==> src/rtl/operation_encoder_if.sv <==
// Player button / game-state inputs and encoded motion outputs
// between the board pins and the physics engine.
interface operation_encoder_if;
    logic       btn_up;
    logic       btn_down;
    logic       btn_left;
    logic       btn_right;
    logic       btn_boost;
    logic [2:0] state;
    logic [2:0] operation_code;
    logic       boost;
    logic [7:0] boost_energy;

    modport master (
        output btn_up, btn_down, btn_left, btn_right, btn_boost, state,
        input  operation_code, boost, boost_energy
    );

    modport slave (
        input  btn_up, btn_down, btn_left, btn_right, btn_boost, state,
        output operation_code, boost, boost_energy
    );
endinterface

==> src/rtl/operation_encoder.sv <==
// Per-player button encoder: sync, debounce, last-pressed-wins
// direction arbitration and boost energy/cooldown FSM.
module operation_encoder #(
    parameter int DEBOUNCE_CYCLES = 250000,
    parameter int TICK_DIV        = 1000000,
    parameter int ENERGY_MAX      = 200,
    parameter int COOLDOWN_TICKS  = 100
) (
    input logic clk,
    input logic rst,
    operation_encoder_if.slave bus
);
    localparam logic [2:0]  ST_RACING = 3'd4;
    localparam logic [2:0]  ST_PAUSE  = 3'd5;
    localparam logic [2:0]  OP_NIL    = 3'd0;
    localparam logic [2:0]  OP_UP     = 3'd1;
    localparam logic [2:0]  OP_DOWN   = 3'd2;
    localparam logic [2:0]  OP_LEFT   = 3'd3;
    localparam logic [2:0]  OP_RIGHT  = 3'd4;
    localparam logic [17:0] DB_LAST   = 18'(DEBOUNCE_CYCLES - 1);
    localparam logic [19:0] TK_LAST   = 20'(TICK_DIV - 1);
    localparam logic [7:0]  E_MAX     = 8'(ENERGY_MAX);
    localparam logic [7:0]  CD_LOAD   = 8'(COOLDOWN_TICKS);

    typedef enum logic [1:0] {
        B_READY,
        B_ACTIVE,
        B_COOLDOWN
    } bst_e;

    // bit order: 0 up, 1 down, 2 left, 3 right, 4 boost
    logic [4:0]       raw;
    logic [4:0]       sync1_q, sync2_q;
    logic [4:0]       deb_q, deb_d;
    logic [4:0][17:0] dcnt_q, dcnt_d;
    logic [2:0]       cur_q, cur_d;
    logic [3:0]       rise, held;
    logic             cur_held;
    logic [19:0]      tcnt_q, tcnt_d;
    logic             racing, paused, tick;
    bst_e             bst_q, bst_d;
    logic [7:0]       energy_q, energy_d;
    logic [7:0]       cool_q, cool_d;
    logic [7:0]       e_dec, c_dec;
    logic [2:0]       op_q;
    logic             boost_q;

    assign raw = {bus.btn_boost, bus.btn_right, bus.btn_left,
                  bus.btn_down, bus.btn_up};

    assign racing = (bus.state == ST_RACING);
    assign paused = (bus.state == ST_PAUSE);
    assign tick   = racing && (tcnt_q == TK_LAST);

    function automatic logic [2:0] first_dir(input logic [3:0] v);
        if (v[0])      first_dir = OP_UP;
        else if (v[1]) first_dir = OP_DOWN;
        else if (v[2]) first_dir = OP_LEFT;
        else if (v[3]) first_dir = OP_RIGHT;
        else           first_dir = OP_NIL;
    endfunction

    always_comb begin
        deb_d = deb_q;
        for (int i = 0; i < 5; i++) begin
            dcnt_d[i] = '0;
            if (sync2_q[i] != deb_q[i]) begin
                if (dcnt_q[i] == DB_LAST) deb_d[i] = sync2_q[i];
                else dcnt_d[i] = dcnt_q[i] + 18'd1;
            end
        end
    end

    // arbitration looks at the level being registered this edge
    assign held = deb_d[3:0];
    assign rise = deb_d[3:0] & ~deb_q[3:0];

    always_comb begin
        cur_d = cur_q;
        unique case (cur_q)
            OP_UP:    cur_held = held[0];
            OP_DOWN:  cur_held = held[1];
            OP_LEFT:  cur_held = held[2];
            OP_RIGHT: cur_held = held[3];
            default:  cur_held = 1'b0;
        endcase
        if (|rise) cur_d = first_dir(rise);
        else if (cur_q != OP_NIL && !cur_held) cur_d = first_dir(held);
    end

    always_comb begin
        tcnt_d = '0;
        if (racing) tcnt_d = (tcnt_q == TK_LAST) ? '0 : tcnt_q + 20'd1;
        else if (paused) tcnt_d = tcnt_q;
    end

    always_comb begin
        bst_d    = bst_q;
        energy_d = energy_q;
        cool_d   = cool_q;
        e_dec    = energy_q;
        c_dec    = cool_q;
        if (!racing && !paused) begin
            bst_d    = B_READY;
            energy_d = E_MAX;
            cool_d   = '0;
        end else if (racing) begin
            unique case (bst_q)
                B_READY: begin
                    if (deb_q[4] && cur_q != OP_NIL && energy_q != 8'd0)
                        bst_d = B_ACTIVE;
                    else if (tick && energy_q < E_MAX)
                        energy_d = energy_q + 8'd1;
                end
                B_ACTIVE: begin
                    if (tick && energy_q != 8'd0) e_dec = energy_q - 8'd1;
                    energy_d = e_dec;
                    if (!deb_q[4] || cur_q == OP_NIL || e_dec == 8'd0) begin
                        bst_d  = B_COOLDOWN;
                        cool_d = CD_LOAD;
                    end
                end
                B_COOLDOWN: begin
                    if (tick && cool_q != 8'd0) c_dec = cool_q - 8'd1;
                    cool_d = c_dec;
                    if (c_dec == 8'd0) bst_d = B_READY;
                end
                default: bst_d = B_READY;
            endcase
        end
    end

    always_ff @(posedge clk) begin
        if (rst) begin
            sync1_q  <= '0;
            sync2_q  <= '0;
            deb_q    <= '0;
            dcnt_q   <= '0;
            cur_q    <= OP_NIL;
            tcnt_q   <= '0;
            bst_q    <= B_READY;
            energy_q <= E_MAX;
            cool_q   <= '0;
            op_q     <= OP_NIL;
            boost_q  <= 1'b0;
        end else begin
            sync1_q  <= raw;
            sync2_q  <= sync1_q;
            deb_q    <= deb_d;
            dcnt_q   <= dcnt_d;
            cur_q    <= cur_d;
            tcnt_q   <= tcnt_d;
            bst_q    <= bst_d;
            energy_q <= energy_d;
            cool_q   <= cool_d;
            op_q     <= racing ? cur_q : OP_NIL;
            boost_q  <= racing && (bst_d == B_ACTIVE);
        end
    end

    assign bus.operation_code = op_q;
    assign bus.boost          = boost_q;
    assign bus.boost_energy   = energy_q;
endmodule

==> src/flat_wrapper.sv <==
// flat-port wrapper written by rule: the top's interface ports become plain ports
module operation_encoder_flat 
#(
    parameter int DEBOUNCE_CYCLES = 250000,
    parameter int TICK_DIV        = 1000000,
    parameter int ENERGY_MAX      = 200,
    parameter int COOLDOWN_TICKS  = 100
)
  (clk, rst, bus_btn_up, bus_btn_down, bus_btn_left, bus_btn_right, bus_btn_boost, bus_state, bus_operation_code, bus_boost, bus_boost_energy);
  operation_encoder_if bus_i ();
  input logic clk;
  input logic rst;
  input wire logic [$bits(bus_i.btn_up)-1:0] bus_btn_up;
  input wire logic [$bits(bus_i.btn_down)-1:0] bus_btn_down;
  input wire logic [$bits(bus_i.btn_left)-1:0] bus_btn_left;
  input wire logic [$bits(bus_i.btn_right)-1:0] bus_btn_right;
  input wire logic [$bits(bus_i.btn_boost)-1:0] bus_btn_boost;
  input wire logic [$bits(bus_i.state)-1:0] bus_state;
  output wire logic [$bits(bus_i.operation_code)-1:0] bus_operation_code;
  output wire logic [$bits(bus_i.boost)-1:0] bus_boost;
  output wire logic [$bits(bus_i.boost_energy)-1:0] bus_boost_energy;
  assign bus_i.btn_up = bus_btn_up;
  assign bus_i.btn_down = bus_btn_down;
  assign bus_i.btn_left = bus_btn_left;
  assign bus_i.btn_right = bus_btn_right;
  assign bus_i.btn_boost = bus_btn_boost;
  assign bus_i.state = bus_state;
  assign bus_operation_code = bus_i.operation_code;
  assign bus_boost = bus_i.boost;
  assign bus_boost_energy = bus_i.boost_energy;
  operation_encoder #(.DEBOUNCE_CYCLES(DEBOUNCE_CYCLES), .TICK_DIV(TICK_DIV), .ENERGY_MAX(ENERGY_MAX), .COOLDOWN_TICKS(COOLDOWN_TICKS)) u_core (.clk(clk), .rst(rst), .bus(bus_i));
endmodule
==> config.mk <==
export PLATFORM = sky130hd
export DESIGN_NAME = operation_encoder_flat
export DESIGN_NICKNAME = d
export VERILOG_FILES = /design/src/rtl/operation_encoder_if.sv /design/src/rtl/operation_encoder.sv /design/src/flat_wrapper.sv
export SDC_FILE = /design/constraint.sdc
export NUM_CORES = 1
export LEC_CHECK = 0
export BUFFER_PORTS_ARGS = -buffer_cell sky130_fd_sc_hd__buf_2
export CAP_MARGIN = 25
export CORE_MARGIN = 1.5
export CORE_UTILIZATION = 60
export CTS_CLUSTER_SIZE = 8
export DETAILED_ROUTE_END_ITERATION = 7
export GPL_TIMING_DRIVEN = 0
export PLACE_DENSITY = 0.82
export SKIP_LAST_GASP = 1
export SYNTH_ARGS = -nofsm -noshare
export SYNTH_HDL_FRONTEND = slang
export SYNTH_SLANG_ARGS = --single-unit
export TNS_END_PERCENT = 10
==> constraint.sdc <==
create_clock -name clk -period 6.23 [get_ports clk]
set_input_delay 1.869 -clock clk [delete_from_list [all_inputs] [get_ports clk]]
set_output_delay 1.869 -clock clk [all_outputs]
set_load 0.02 [all_outputs]
# Yosys cells after proc, flatten, opt, wreduce, memory -nomap -nowiden
# Index checks and enable logic that the tools add are counted.
[op_classes]
bitwise = 8
magnitude_cmp = 1
mux = 41
reduce_logical = 36
add_sub_neg = 9
n_eq_ne = 24
[ops]
columns = ["cell", "count"]
rows = [
  ["$add 18x1->18 const B", 5],
  ["$eq 18x18->1 const B", 5],
  ["$mux 8", 11],
  ["$mux 20", 3],
  ["$pmux 8 s2", 2],
  ["$mux 3", 10],
  ["$add 20x1->20 const B", 1],
  ["$eq 20x20->1 const B", 1],
  ["$logic_not 8->1", 2],
  ["$reduce_bool 8->1", 2],
  ["$sub 8x1->8 const B", 2],
  ["$reduce_or 3->1", 5],
  ["$mux 2", 5],
  ["$eq 3x3->1 const B", 3],
  ["$logic_and 1x1->1", 9],
  ["$add 8x1->8 const B", 1],
  ["$lt 8x8->1 const B", 1],
  ["$mux 1", 8],
  ["$eq 3x2->1 const B", 2],
  ["$ne 2x1->1 const B", 3],
  ["$not 1->1", 6],
  ["$pmux 2 s3", 1],
  ["$reduce_bool 2->1", 3],
  ["$ne 1x1->1", 5],
  ["17 further kinds", 23],
]
[word_totals]
output_inout_bits = 12
word_cells = 135
register_bits = 150
inputBits = 10

# Logic depth before layout (Yosys ltp)
# Gate-level depths: netlist of the first run.
[depth]
ltp_word = 15
mapped_depth = 11
ltp_nobuf = 10

# Worst setup path after synthesis of the first run
# No wires, ideal clock.
[synth_path]
path_type = "input -> register"
startpoint = "input bus_state[1]"
endpoint = "register u_core.energy_q[4] (netlist: u_core.bus.boost_energy[4])"
slack_ps = 2391
n_path_buf = 0
setup_time_ps = 127
arrival_time_ps = 3711
t_required_ps = 6103
path_stages = 8
path_cell_list = "or3b_1 -> nor3_2 -> and2_4 -> nand2_1 -> or4_1 -> a21oi_1 -> xnor2_1 -> nor2_1"
[synth_between]
elab_chain_len = 8
elab_cells_between_ends = 16
classes_between = "3 x eq/ne; 5 x mux; 8 x reduce/logical"
[synth_lines]
columns = ["element", "line_no", "text"]
rows = [
  ["from (decl)", "flat_wrapper.sv:18", "input wire logic [$bits(bus_i.state)-1:0] bus_state;"],
  ["$eq 3x3->1", "operation_encoder.sv:51", "assign racing = (bus.state == ST_RACING);"],
  ["$logic_and 1x1->1", "operation_encoder.sv:53", "assign tick = racing && (tcnt_q == TK_LAST);"],
  ["$logic_and 1x1->1", "operation_encoder.sv:116", "if (tick && energy_q != 8'd0) e_dec = energy_q - 8'd1;"],
  ["$mux 8", "operation_encoder.sv:116", ""],
  ["$mux 8", "operation_encoder.sv:108", "unique case (bst_q)"],
  ["$mux 8", "operation_encoder.sv:107", "end else if (racing) begin"],
  ["$mux 8", "operation_encoder.sv:103", "if (!racing && !paused) begin"],
  ["$pmux 8 s2", "operation_encoder.sv:108", ""],
  ["to (signal assigned)", "operation_encoder.sv:154", "energy_q <= energy_d;"],
  ["to (decl)", "operation_encoder.sv:42", "logic [7:0] energy_q, energy_d;"],
]
# Several ways; a longest one is shown, not always the timed one. The select of a mux whose other input is x is not followed.
# A chain may end at the register's enable or synchronous reset.

# Worst setup path after layout of the first run
[layout_path]
startpoint = "input bus_state[0]"
endpoint = "register u_core.cool_q[5]"
[layout_between]
elab_chain_len = 11
elab_cells_between_ends = 22
classes_between = "3 x eq/ne; 9 x mux; 10 x reduce/logical"
[layout_lines]
columns = ["element", "line_no", "text"]
rows = [
  ["$eq 3x3->1", "operation_encoder.sv:51", ""],
  ["$logic_and 1x1->1", "operation_encoder.sv:53", ""],
  ["$logic_and 1x1->1", "operation_encoder.sv:116", ""],
  ["$mux 8", "operation_encoder.sv:116", ""],
  ["$mux 8", "operation_encoder.sv:108", ""],
  ["$mux 8", "operation_encoder.sv:107", ""],
  ["$mux 8", "operation_encoder.sv:103", ""],
  ["$logic_not 8->1", "operation_encoder.sv:118", "if (!deb_q[4] || cur_q == OP_NIL || e_dec == 8'd0) begin"],
  ["$logic_or 1x1->1", "operation_encoder.sv:118", ""],
  ["$ne 2x1->1 (no source line)", "--", ""],
  ["$reduce_and 3->1 (no source line)", "--", ""],
  ["to (signal assigned)", "operation_encoder.sv:155", "cool_q <= cool_d;"],
  ["to (decl)", "operation_encoder.sv:43", "logic [7:0] cool_q, cool_d;"],
]
# Several ways; a longest one is shown, not always the timed one. The select of a mux whose other input is x is not followed.

==> impl_summary.md, run 1 <==
Yosys
Of all flip-flops after synthesis, the portion carrying an async set or reset was 0%. The net count after synthesis is 884. The cell area that synthesis handed to floorplanning was 7240 µm². Synthesis inferred 150 register bits. The number of warnings issued by yosys is 0.

The number of distinct standard cells referenced by the synthesized netlist is 66. The number of flops mapped to enable cells by yosys is 0. Each instance of the synthesized netlist takes up on average 8.37 µm². The share of the Yosys chip area taken by registers is 41.5%. The count of mapped cells out of synthesis is 865. The dominant synthesized flop cell is dfxtp_1.

Placed design
In this run the cell area measured after placement is 7530 µm². The HPWL reported at the end of detailed placement is 10.3 mm. Input and output buffers added on the ports amount to 21. Including well taps, the total number of placed cells is 1,029. The congestion estimate from routability-driven global placement came to 0.904.

Power
The analysis attributes to cell leakage a power of 2.79 nW. The combinational fraction of design power is 1.7%. The share of power burned in the clock network is 49.5%. Cell internal power was estimated by the tool at 0.00157 W. Across the VDD grid, the largest voltage drop is 0.202 mV.

The power density normalized to cell area is 245 nW/µm². The total design power is 0.00198 W. Of the total power, the share spent switching nets is 20.8%. The power spent charging and discharging nets is 0.000412 W. Per report_power, the sequential group accounts for 48.8% of the total.

Global routing
The number of antenna violations at the first check in global routing is 0. The global-route usage over all layers is 25.3%. The global-route wire length before repair is 26.6 mm. For this run the aggregate overflow at the end of global routing stands at 0. The number of global-route vias before repair is 5,802. Entering global routing, the biggest net connects 17 pins.

STA
At the pin with the least slew margin, the transition time is 0.752 ns. Setup repair after global routing left no endpoint under its margin. The number of endpoints failing setup at the final stage is 0. The worst clock skew is 0.00854 ns. The accumulated negative setup slack is 0 ns. The max-slew violation total from the final report is 0.

For the finished layout, the period the worst path requires is 3.89 ns. The highest clock frequency the design can meet is 257 MHz. Headroom to the max-slew limit came out at 49.8%.

After layout, the worst path uses 62.5% of the clock period. The hold violation count in the final report came to 0.

Critical path
At the worst endpoint, the required time is 6.56 ns. In this run the worst path has a maximum fanout of 8. The endpoint kind of the worst setup timing path is a flop. The critical path in this run is classified as in2reg. The data arrival time at the worst-slack endpoint is 4.23 ns. The startpoint kind of the worst setup timing path is a primary input.

Drt
The average routed wire per standard cell is 14.3 µm. After detailed routing, the number of remaining DRC violations is 0. The total via count after detailed routing is 6,144. The count of nets left with antenna violations once routing finished came out at 0. The via count normalized by instance count is 5.79. The iteration count of the initial detailed-routing pass is 5. The final layout contains routed wiring with a total length of 15.2 mm. The number of DRC markers after the initial detailed-route iteration is 525.

Die
The cell row count is 39. Once the floorplan was initialized, standard cells occupied 62.4% of the core. The die boundary height is 113 µm. The die is 113 µm wide. In this run the standard cell core region covers 11,600 µm². 22 I/O pins were placed. The die covers 12,700 µm².

Clock tree
The clock transition at the register clock pins on the worst setup and hold paths after CTS is 0.06 ns. The longest clock path from root to sink contains 2 buffers. In this run, post-CTS hold repair placed 0 buffers. In this run the post-CTS setup repair buffer count came out at 0. For the worst-skew pair, the clock arrives at the later sink with an insertion delay of 0.42 ns. In this run, post-CTS repair resized a total of 0 instances. The clock tree synthesis step divided the H-tree into 4 levels. The clock buffer count from CTS is 17.

The TritonCTS sink count is 150. The TritonCTS clock tree is yes. In this run the clock root is driven by a clkbuf_16.

Final layout
After filler insertion, the fill cell instance count of the layout stands at 928. The utilization of the core after routing is 69.6%. The post-route netlist has 7.63% of its cells at a drive strength greater than 1.

The antenna diode count is 0. The finished layout holds 1,061 standard cells, fillers aside. With fillers left out, the area of the finished cells amounts to 8090 µm². The layout overhead on the synthesized area is 11.6%. For this run, the post-layout net count is 924.

Flow run
The number of max-capacitance violations reported is 0.

Worst hold path
The type of the tightest min-delay check is reg2reg.

Run status
The flow ran to the end, and the final reports show no timing, DRC or antenna violations.
-- cell usage after synthesis (10+ instances only) --
| cell type | count | area, µm² |
|---|---|---|
| a21oi_1 | 38 | 190 |
| a31oi_1 | 10 | 62.6 |
| and3_1 | 40 | 250 |
| clkbuf_1 | 29 | 109 |
| dfxtp_1 | 150 | 3000 |
| inv_1 | 15 | 56.3 |
| nand2_1 | 68 | 255 |
| nand2b_1 | 15 | 93.8 |
| nand3_1 | 56 | 280 |
| nand4_1 | 12 | 75.1 |
| nor2_1 | 147 | 552 |
| nor2b_1 | 18 | 113 |
| nor3_1 | 21 | 105 |
| o21ai_0 | 21 | 105 |
| xnor2_1 | 42 | 368 |
| xor2_1 | 44 | 385 |
-- logic make-up after synthesis --
logic type	synth area share, %
XOR/XNOR	10.4
adder cells (fa/ha/maj)	1.55
multiplexers	1.30
AO/OA/AOI/OAI	10.6
AND/OR/NAND/NOR	32.2
flip-flops	41.5
buffers and inverters	2.49
-- path summary, 6_finish.rpt --
kind / slack, ns / to / start / depth (start not counted)
max: 2.34 / u_core.cool_q[5] / bus_state[0] / 9
min: 0.44 / u_core.sync2_q[4] / u_core.sync1_q[4] / 1
max reg2reg: 3.26 / u_core.cool_q[5] / u_core.bus.boost_energy[1] / 10
min reg2reg: 0.44 / u_core.sync2_q[4] / u_core.sync1_q[4] / 1
-- area by class of cell --
cell class	count	area [µm²]	area share, %
timing repair buffer	21	105	1.30
buffer	31	124	1.53
clock inverter	10	105	1.30
inverter	15	56.3	0.696
sequential	150	3000	37.1
tap	143	179	2.21
multi-input combinational	669	4060	50.2
clock buffer	22	454	5.62
-- state kept, by name, indices dropped and copies added, names as in the netlist --
name	cells
u_core.dcnt_q	90
u_core.deb_q	5
u_core.bus.operation_code	3
u_core.bus.boost	1
u_core.cool_q	8
u_core.cur_q	3
u_core.sync1_q	5
u_core.bst_q	2
u_core.tcnt_q	20
u_core.bus.boost_energy	8
u_core.sync2_q	5
-- stage by stage --
stage / setup slack (ns) / hold slack, ns
floorplan: 2.39 / 0.413
global route: 2.21 / 0.455
global placement: 1.95 / 0.420
detailed placement: 1.94 / 0.428
CTS: 2.38 / 0.444
finish: 2.34 / 0.439
-- per-layer routing --
metal  GRT usage (%)  up-vias  wire [µm]
met2            39.7      139       6890
met1            34.3     2853       7370
li1                -     3126          -
met4            9.75        0        268
met3            5.62       26        692
met5               0        -          0
-- layout by cell type (no fill, tap or decap), types with 17 or more instances in the layout --
| cell type | instances |
|---|---|
| nor3_1 | 21 |
| xnor2_1 | 42 |
| o21ai_0 | 21 |
| nor2_1 | 147 |
| nand3_1 | 56 |
| nand2_1 | 68 |
| nor2b_1 | 18 |
| xor2_1 | 44 |
| clkbuf_1 | 33 |
| and3_1 | 40 |
| buf_2 | 21 |
| dfxtp_1 | 150 |
| clkbuf_16 | 17 |
| a21oi_1 | 38 |
-- worst max-delay path, stage by stage --
cell      delay [ns]
buf_2           0.15
or3b_1          0.41
nor3_2          0.47
and3_1          0.28
a22oi_1         0.09
nand4b_2        0.28
a31oi_4         0.33
a21oi_1         0.11
a311oi_1        0.23
-- power by group through the flow --
stage | clock, W | sequential [W] | combinational (W)
final | 0.000980 | 0.000966 | 0.0000345
after global routing | 0.00103 | 0.000966 | 0.0000384
after CTS | 0.000993 | 0.000966 | 0.0000345
after detailed placement | 0 | 0.000987 | 0.0000340
after global placement | 0 | 0.000987 | 0.0000337
after floorplan | 0 | 0.000987 | 0.0000216
No activity file was read; power rests on OpenSTA's default activity.
==> run 2: changes to the inputs <==
--- a/config.mk
+++ b/config.mk
@@ -8,11 +8,11 @@
 export BUFFER_PORTS_ARGS = -buffer_cell sky130_fd_sc_hd__buf_2
 export CAP_MARGIN = 25
 export CORE_MARGIN = 1.5
-export CORE_UTILIZATION = 60
+export CORE_UTILIZATION = 56
 export CTS_CLUSTER_SIZE = 8
 export DETAILED_ROUTE_END_ITERATION = 7
 export GPL_TIMING_DRIVEN = 0
-export PLACE_DENSITY = 0.82
+export PLACE_DENSITY = 0.81
 export SKIP_LAST_GASP = 1
 export SYNTH_ARGS = -nofsm -noshare
 export SYNTH_HDL_FRONTEND = slang
==> constraint.sdc (replaced) <==
create_clock -name clk -period 3.5 [get_ports clk]
set_input_delay 1.05 -clock clk [delete_from_list [all_inputs] [get_ports clk]]
set_output_delay 1.05 -clock clk [all_outputs]
set_load 0.02 [all_outputs]
==> run 2 against run 1 <==
  * First-iteration DRC count increased by 22%
  * Clock power is 100% higher
  * Cell count rose by 2.6%
  * Global-route usage down 1.2 points
  * Count of clock-buffer cells in the layout rose by 2
  * Die area grew 7.0%
  * Setup slack lost 2.0 ns
  * Hold slack better by 0.0053 ns
  * Sequential share of layout area down 0.58 points
  * Routed wire length up 2.2%
  * Highest routed layer unchanged
  * Critical endpoint unchanged
==> impl_summary.md, run 2 (synthesized netlist as in run 1, its figures left out) <==
Run status
The run finished with clean final reports.

Critical path
The critical path required time is 3.83 ns. The worst-case register-to-register setup slack is 0.45 ns. The data arrival time at the worst-slack endpoint is 3.50 ns. The number of buffer and inverter stages on the critical path is 1.

The signal on the critical path passes through buf_2 > or3b_1 > nor3_2 > and3_1 > a22oi_1 > nand4b_2 > a31oi_4 > a21oi_1 > a311oi_1. For this design, the slowest cell found on the critical path is nor3_2. The highest fanout seen on the critical path is 8. The largest stage delay on the critical path is 0.50 ns. The setup path with the least slack is of type in2reg. The worst register-to-register path ends at u_core.cool_q[5].

STA classifies the critical path startpoint as a primary input. The number of cells on the worst reg-to-reg path is 10. The worst setup path is captured at a flop. In this run the critical register-to-register path is launched from u_core.bus.boost_energy[1].

The gate family responsible for the most delay along the worst path is simple AND/OR/NAND/NOR gates.

STA
The final worst setup slack is 0.326 ns. Setup repair after global routing left no endpoint under its margin. The hold violation count in the final report is 0. For the pin with the worst max-slew slack, the measured transition is 0.693 ns. For this run, the top clock speed supported by timing is 315 MHz. The max-slew violation total from the final report was 0.

The worst clock skew is 0.00587 ns. The number of endpoints failing setup at the final stage is 0. The final worst-path cycle share is 90.7%. The headroom to the max-slew limit is 53.4%. The shortest period the worst path allows is 3.17 ns.

Clock tree
At the later pin of the worst-skew pair, clock insertion delay measures 0.42 ns. Clock-pin slew was measured on the worst setup and hold paths at 0.06 ns. In this run the deepest clock path goes through 2 buffers. The H-tree was split into 4 levels. The total setup buffers inserted after CTS is 0.

Post-CTS repair changed the size of 0 cells. TritonCTS built the clock tree. Counting every sink on the clock net gives 150. In this run, CTS created clock tree buffers numbering 17.

After clock tree synthesis, the flow added hold-fix buffers numbering 0. CTS placed an instance of clkbuf_16 at the clock tree root.

Die
The cell row count is 41. After floorplanning, the core was sized to cover 12,600 µm². The area enclosed by the die boundary is 13,600 µm². The floorplan step set the die width to 117 µm. Pin placement for this block handled 22 I/O pins. The die boundary height is 117 µm.

The effective utilization at floorplan is 57.4%.

Final layout
The area taken by flip-flops and latches is 3000 µm². The multi-input combinational cells in the finished layout cover a total of 4060 µm². Excluding fillers, the count of instances in the completed layout stands at 1,089. The final net count is 924.

The library cells used most frequently in the layout, excluding fill and tap cells, are 150 x dfxtp_1, 147 x nor2_1, 68 x nand2_1. The layout overhead on the synthesized area is 13.4%. Measured on the finished design, the core utilization comes to 65.1%. The most common cell after layout, fill and taps aside is dfxtp_1.

The register with the most flip-flops in the layout has 90 of them. The register name with the most flops is u_core.dcnt_q. Cells with a size suffix above 1 make up 7.85% of the layout. The largest registers in the layout are u_core.dcnt_q x90, u_core.tcnt_q x20.

The final-layout fill cell count is 1,052. The antenna diode count is 0.

Power
The power spent charging and discharging nets is 0.000727 W. Combinational cells account for 1.7% of the total power. The proportion of power drawn by flip-flops and latches is 45.7%. Summed over all cells, the static leakage comes to 2.84 nW. The cell-internal power is 0.00304 W. The fraction of power spent switching nets is 19.3%.

The power density normalized to cell area is 458 nW/µm². The worst IR drop on VDD is 0.359 mV. The share of total power dissipated in the clock network is 52.6%.

Global routing
Entering global routing, the biggest net connects 17 pins. For this run the aggregate overflow at the end of global routing stands at 0. The global-route wire length before repair is 26.2 mm.

The number of antenna violations at the first check in global routing is 0. The number of global-route vias before repair was 5,715. Global routing used 24.1% of the available tracks across all layers.

Drt
The average routed wire per standard cell is 14.3 µm. Once detail routing completed, the nets flagged for antenna violations numbered 0. In the routed layout, each cell is associated on average with a via count of 5.75. The number of DRC markers after the initial detailed-route iteration is 640. In the routed design, unresolved DRC markers number 0. The iteration count of the initial detailed-routing pass is 5. The total via count after detailed routing is 6,263. The final wirelength is 15.6 mm.

Placed design
Including well taps, the total number of placed cells is 1,058. The HPWL reported at the end of detailed placement is 10.6 mm. In this run the tool buffered the top-level ports with 21 buffer cells. The routability congestion estimate from global placement is 0.908.

Before CTS, the worst setup slack after placement is -0.0568 ns.

Flow run
The tool flagged a number of max-cap violations equal to 0.

Worst hold path
The hold-critical path depth is 1. The worst hold path terminates at u_core.dcnt_q[36]. The worst min-delay path startpoint is u_core.dcnt_q[36]. The type of the tightest min-delay check is reg2reg.
run 2: cell count changes in the layout (fill, tap and decap cells not counted):
cell	change
bufinv_16	+2
clkbuf_1	-3
clkbuf_8	+5
clkinv_2	-5
run 2: area by class of cell:
class	instances	share of cell area, %
multi-input cells	669	49.4
plain buffers	31	1.51
clock inverters	7	1.71
inverters	15	0.685
repair buffers	21	1.28
well taps	172	2.62
flip-flops and latches	150	36.6
clock buffers	24	6.23
run 2: how the worst max path moves through the flow:
stage                            endpoint  cells past startpoint    startpoint  slack, ns
2_1_floorplan  u_core.bus.boost_energy[4]                      8  bus_state[1]       0.48
3_3_place_gp             u_core.cool_q[5]                      9  bus_state[0]      -0.04
3_5_place_dp             u_core.cool_q[5]                      9  bus_state[0]      -0.06
4_1_cts                  u_core.cool_q[5]                      9  bus_state[0]       0.38
5_1_grt                  u_core.cool_q[5]                      9  bus_state[0]       0.15
6_report                 u_core.cool_q[5]                      9  bus_state[0]       0.33
run 2: worst reg2reg max path, cell delays in order (launching register included):
cell	delay (ns)
dfxtp_1	0.39
inv_1	0.15
ha_1	0.27
nor4b_2	0.57
nand3_1	0.20
a311o_1	0.40
nand2_1	0.09
nand4b_2	0.19
a31oi_4	0.36
a21oi_1	0.12
a311oi_1	0.24
run 2: power by group through the flow:
stage	Combinational, W	Clock, W	Sequential (W)
3_5_place_dp	0.0000609	0	0.00176
3_3_place_gp	0.0000608	0	0.00176
5_1_grt	0.0000692	0.00209	0.00172
4_1_cts	0.0000619	0.00201	0.00172
2_1_floorplan	0.0000384	0	0.00176
6_report	0.0000626	0.00198	0.00172
run 2: stage by stage:
step	instance area [µm²]	power [W]	setup TNS [ns]	hold slack, ns
2_1_floorplan	7240	0.00179	0	0.413
3_3_place_gp	7560	0.00182	-0.0447	0.417
3_5_place_dp	7560	0.00182	-0.0589	0.426
4_1_cts	8220	0.00379	0	0.442
5_1_grt	8220	0.00388	0	0.455
6_report	8220	0.00376	0	0.444
run 2: per-layer routing:
layer / vias up / GRT usage, % / part of all wire [%]
li1: 3105 / - / -
met1: 2955 / 32.5 / 47
met2: 179 / 38.1 / 47
met3: 24 / 5.14 / 4.8
met4: 0 / 9.08 / 1.5
met5: - / 0 / 0
==> run 3: changes to the inputs <==
--- a/config.mk
+++ b/config.mk
@@ -8,11 +8,11 @@
 export BUFFER_PORTS_ARGS = -buffer_cell sky130_fd_sc_hd__buf_2
 export CAP_MARGIN = 25
 export CORE_MARGIN = 1.5
-export CORE_UTILIZATION = 56
+export CORE_UTILIZATION = 37
 export CTS_CLUSTER_SIZE = 8
 export DETAILED_ROUTE_END_ITERATION = 7
 export GPL_TIMING_DRIVEN = 0
-export PLACE_DENSITY = 0.81
+export PLACE_DENSITY = 0.59
 export SKIP_LAST_GASP = 1
 export SYNTH_ARGS = -nofsm -noshare
 export SYNTH_HDL_FRONTEND = slang
==> run 3 against run 2 <==
  * Hold slack got worse by 0.0087 ns
  * Combinational power down 1%
  * Routed wire length about the same
  * First-iteration DRC count fell by 40%
  * Fmax increased by 1.7%
  * Register-to-register slack improved by 0.10 ns
  * Setup slack improved by 0.052 ns
  * Non-clock buffer count did not move
  * Critical path depth is the same
  * Cell count is 8.2% higher
  * Critical path type unchanged
  * Largest power group is now registers
  * Highest routed layer unchanged
==> impl_summary.md, run 3 (synthesized netlist as in run 1, its figures left out) <==
Final layout
The final net count is 924. The final-layout fill cell count is 1,910. The largest registers in the layout are u_core.dcnt_q x90, u_core.tcnt_q x20.

The finished layout holds 1,178 standard cells, fillers aside. Leaving out fill and tap cells, the most frequent cell in the layout is dfxtp_1. Of the cells placed in the final design, the portion with a size suffix greater than 1 is 7.63%. In the layout the commonest cells are 150 x dfxtp_1, 147 x nor2_1, 68 x nand2_1. Summing all flip-flop and latch instances after layout gives 3000 µm².

Cells fill 43.2% of the core in the end. Summing all multi-input logic gate instances after layout gives 4060 µm². The register name with the most flops is u_core.dcnt_q. The flip-flop count of the largest register, all copies and words added is 90.

The repair_antennas step left the layout with diodes totalling 0. The area growth from synthesis to layout is 13.1%.

Placed design
Summed over all nets, the half-perimeter wirelength after detailed placement is 10.8 mm. The routability congestion estimate from global placement is 0.825. The number of placed instances, taps included is 1,146. The number of input and output port buffers inserted is 21.

Clock tree
The H-tree depth is 4. After clock tree synthesis, the clock-pin slew on the worst setup and hold paths is 0.06 ns. The count of cells resized by post-cts repair is 0. The maximum buffer depth of the clock tree is 2.

The clock buffer count from CTS is 17. Hold repair after CTS inserted 0 buffers. The library cell used as clock root buffer is clkbuf_16. The insertion delay to the later sink of the worst-skew pair is 0.43 ns. The TritonCTS clock tree is yes. The total setup buffers inserted after CTS is 0. The TritonCTS sink count is 150.

Critical path
The critical path is of the in2reg type. The highest fanout seen on the critical path is 8. The startpoint kind of the worst setup timing path is a primary input. The slowest stage of the critical path belongs to the cell nor3_2. Traced cell by cell, the critical path runs through buf_2 > or3b_1 > nor3_2 > nand3_1 > mux2i_1 > nand4b_2 > a31oi_4 > a21oi_1 > a311oi_1. The endpoint kind of the worst setup timing path is a flop. For this run, the slowest stage of the critical path takes 0.48 ns.

The critical path required time is 3.83 ns. The data arrival time at the worst-slack endpoint is 3.45 ns.

Drt
After detailed routing, the average wire length per cell comes to 13.2 µm. For this run, the detailed router's first-pass iteration total came to 4. The number of DRC markers after the initial detailed-route iteration is 387. The routed layout has 6,032 vias.

Using the TritonRoute via totals, the vias-per-cell ratio works out to 5.12. The routed design has 15.6 mm of wire. The residual antenna-violating net count after detailed routing is 0.

The count of unresolved DRC violations after routing is 0.

Global routing
The sum of overflow across all layers after global routing is 0. The number of antenna violations at the first check in global routing is 0. The number of global-route vias before repair was 5,438. The first global-routing pass estimated 26.0 mm of wire.

Entering global routing, the biggest net connects 17 pins. Global routing consumed, over all layers together, 15.9% of the routing resources.

STA
The slew of the pin with the lowest slew margin is 0.740 ns. The shortest period the worst path allows is 3.12 ns. Setup repair after global routing left no endpoint under its margin. The worst clock skew is 0.0111 ns. The hold violation count in the final report is 0.

The max-slew violation total from the final report was 0. Dividing the final minimum period by the clock period gives 89.2%. Setup violations remaining at the end of the flow were counted as 0.

The highest clock frequency the design can meet is 320 MHz. The headroom to the max-slew limit is 50.6%.

Die
The region available for standard cell placement spans 19,000 µm². The die covers 20,400 µm². The die width is 143 µm.

The die boundary height is 143 µm. The initial utilization of the core area, before any placement, comes to 38.2%. The top-level port count is 22. The cell row count is 50.

Run status
The run finished with clean final reports.

Power
The analysis attributes to cell leakage a power of 2.76 nW. VDD sags by at most 0.286 mV. The power density normalized to cell area is 417 nW/µm².

Worst hold path
In this run the worst hold path is classified as reg2reg.

Flow run
The number of max-capacitance violations reported is 0.
==> run 3: cell types whose count changed in the layout (fill, tap and decap cells not counted), sizes merged <==
cell / before / now
inv: 15 / 17
clkbuf: 53 / 50
bufinv: 4 / 0
clkinvlp: 2 / 5
clkinv: 1 / 4
==> run 3: per-layer routing <==
layer | vias up | part of all wire [%] | GRT usage [%]
li1 | 3113 | - | -
met1 | 2817 | 53 | 22.2
met2 | 88 | 42 | 23.6
met3 | 14 | 3.2 | 3.72
met4 | 0 | 1.8 | 6.24
met5 | - | 0 | 0
==> run 3: worst paths after layout <==
check	slack [ns]	depth (start not counted)	endpoint	start
max reg2reg	0.55	10	u_core.cool_q[5]	u_core.bus.boost_energy[1]
min	0.44	1	u_core.sync2_q[1]	u_core.sync1_q[1]
min reg2reg	0.44	1	u_core.sync2_q[1]	u_core.sync1_q[1]
max	0.38	9	u_core.cool_q[5]	bus_state[0]
==> run 3: stage by stage <==
stage / hold WS [ns] / instance area [µm²] / setup slack [ns] / total power [W] / setup TNS, ns
after floorplan: 0.413 / 7240 / 0.480 / 0.00179 / 0
after global placement: 0.416 / 7670 / -0.0478 / 0.00182 / -0.0786
after detailed placement: 0.424 / 7670 / -0.0256 / 0.00182 / -0.0256
after CTS: 0.439 / 8190 / 0.398 / 0.00347 / 0
after global routing: 0.462 / 8190 / 0.257 / 0.00354 / 0
final: 0.436 / 8190 / 0.378 / 0.00341 / 0
==> run 3: where the power goes <==
part	internal, W	switching, W	leakage [nW]
sequential	0.00171	0.00000451	1.21
combinational	0.0000181	0.0000437	1.31
clock	0.000905	0.000728	0.240
total	0.00264	0.000776	2.76
==> run 3: area by class of cell <==
| class | instances | share of cell area (%) |
|---|---|---|
| flip-flops and latches | 150 | 36.7 |
| clock inverters | 11 | 0.962 |
| repair buffers | 21 | 1.28 |
| multi-input cells | 669 | 49.6 |
| clock buffers | 21 | 5.38 |
| well taps | 260 | 3.97 |
| inverters | 15 | 0.687 |
| plain buffers | 31 | 1.51 |
==> run 3: critical path: cells and delay by family <==
kind	cells	cell delay, ns
AO/OA/AOI/OAI	3	0.68
buffers and inverters	1	0.16
multiplexers	1	0.30
AND/OR/NAND/NOR	4	1.27
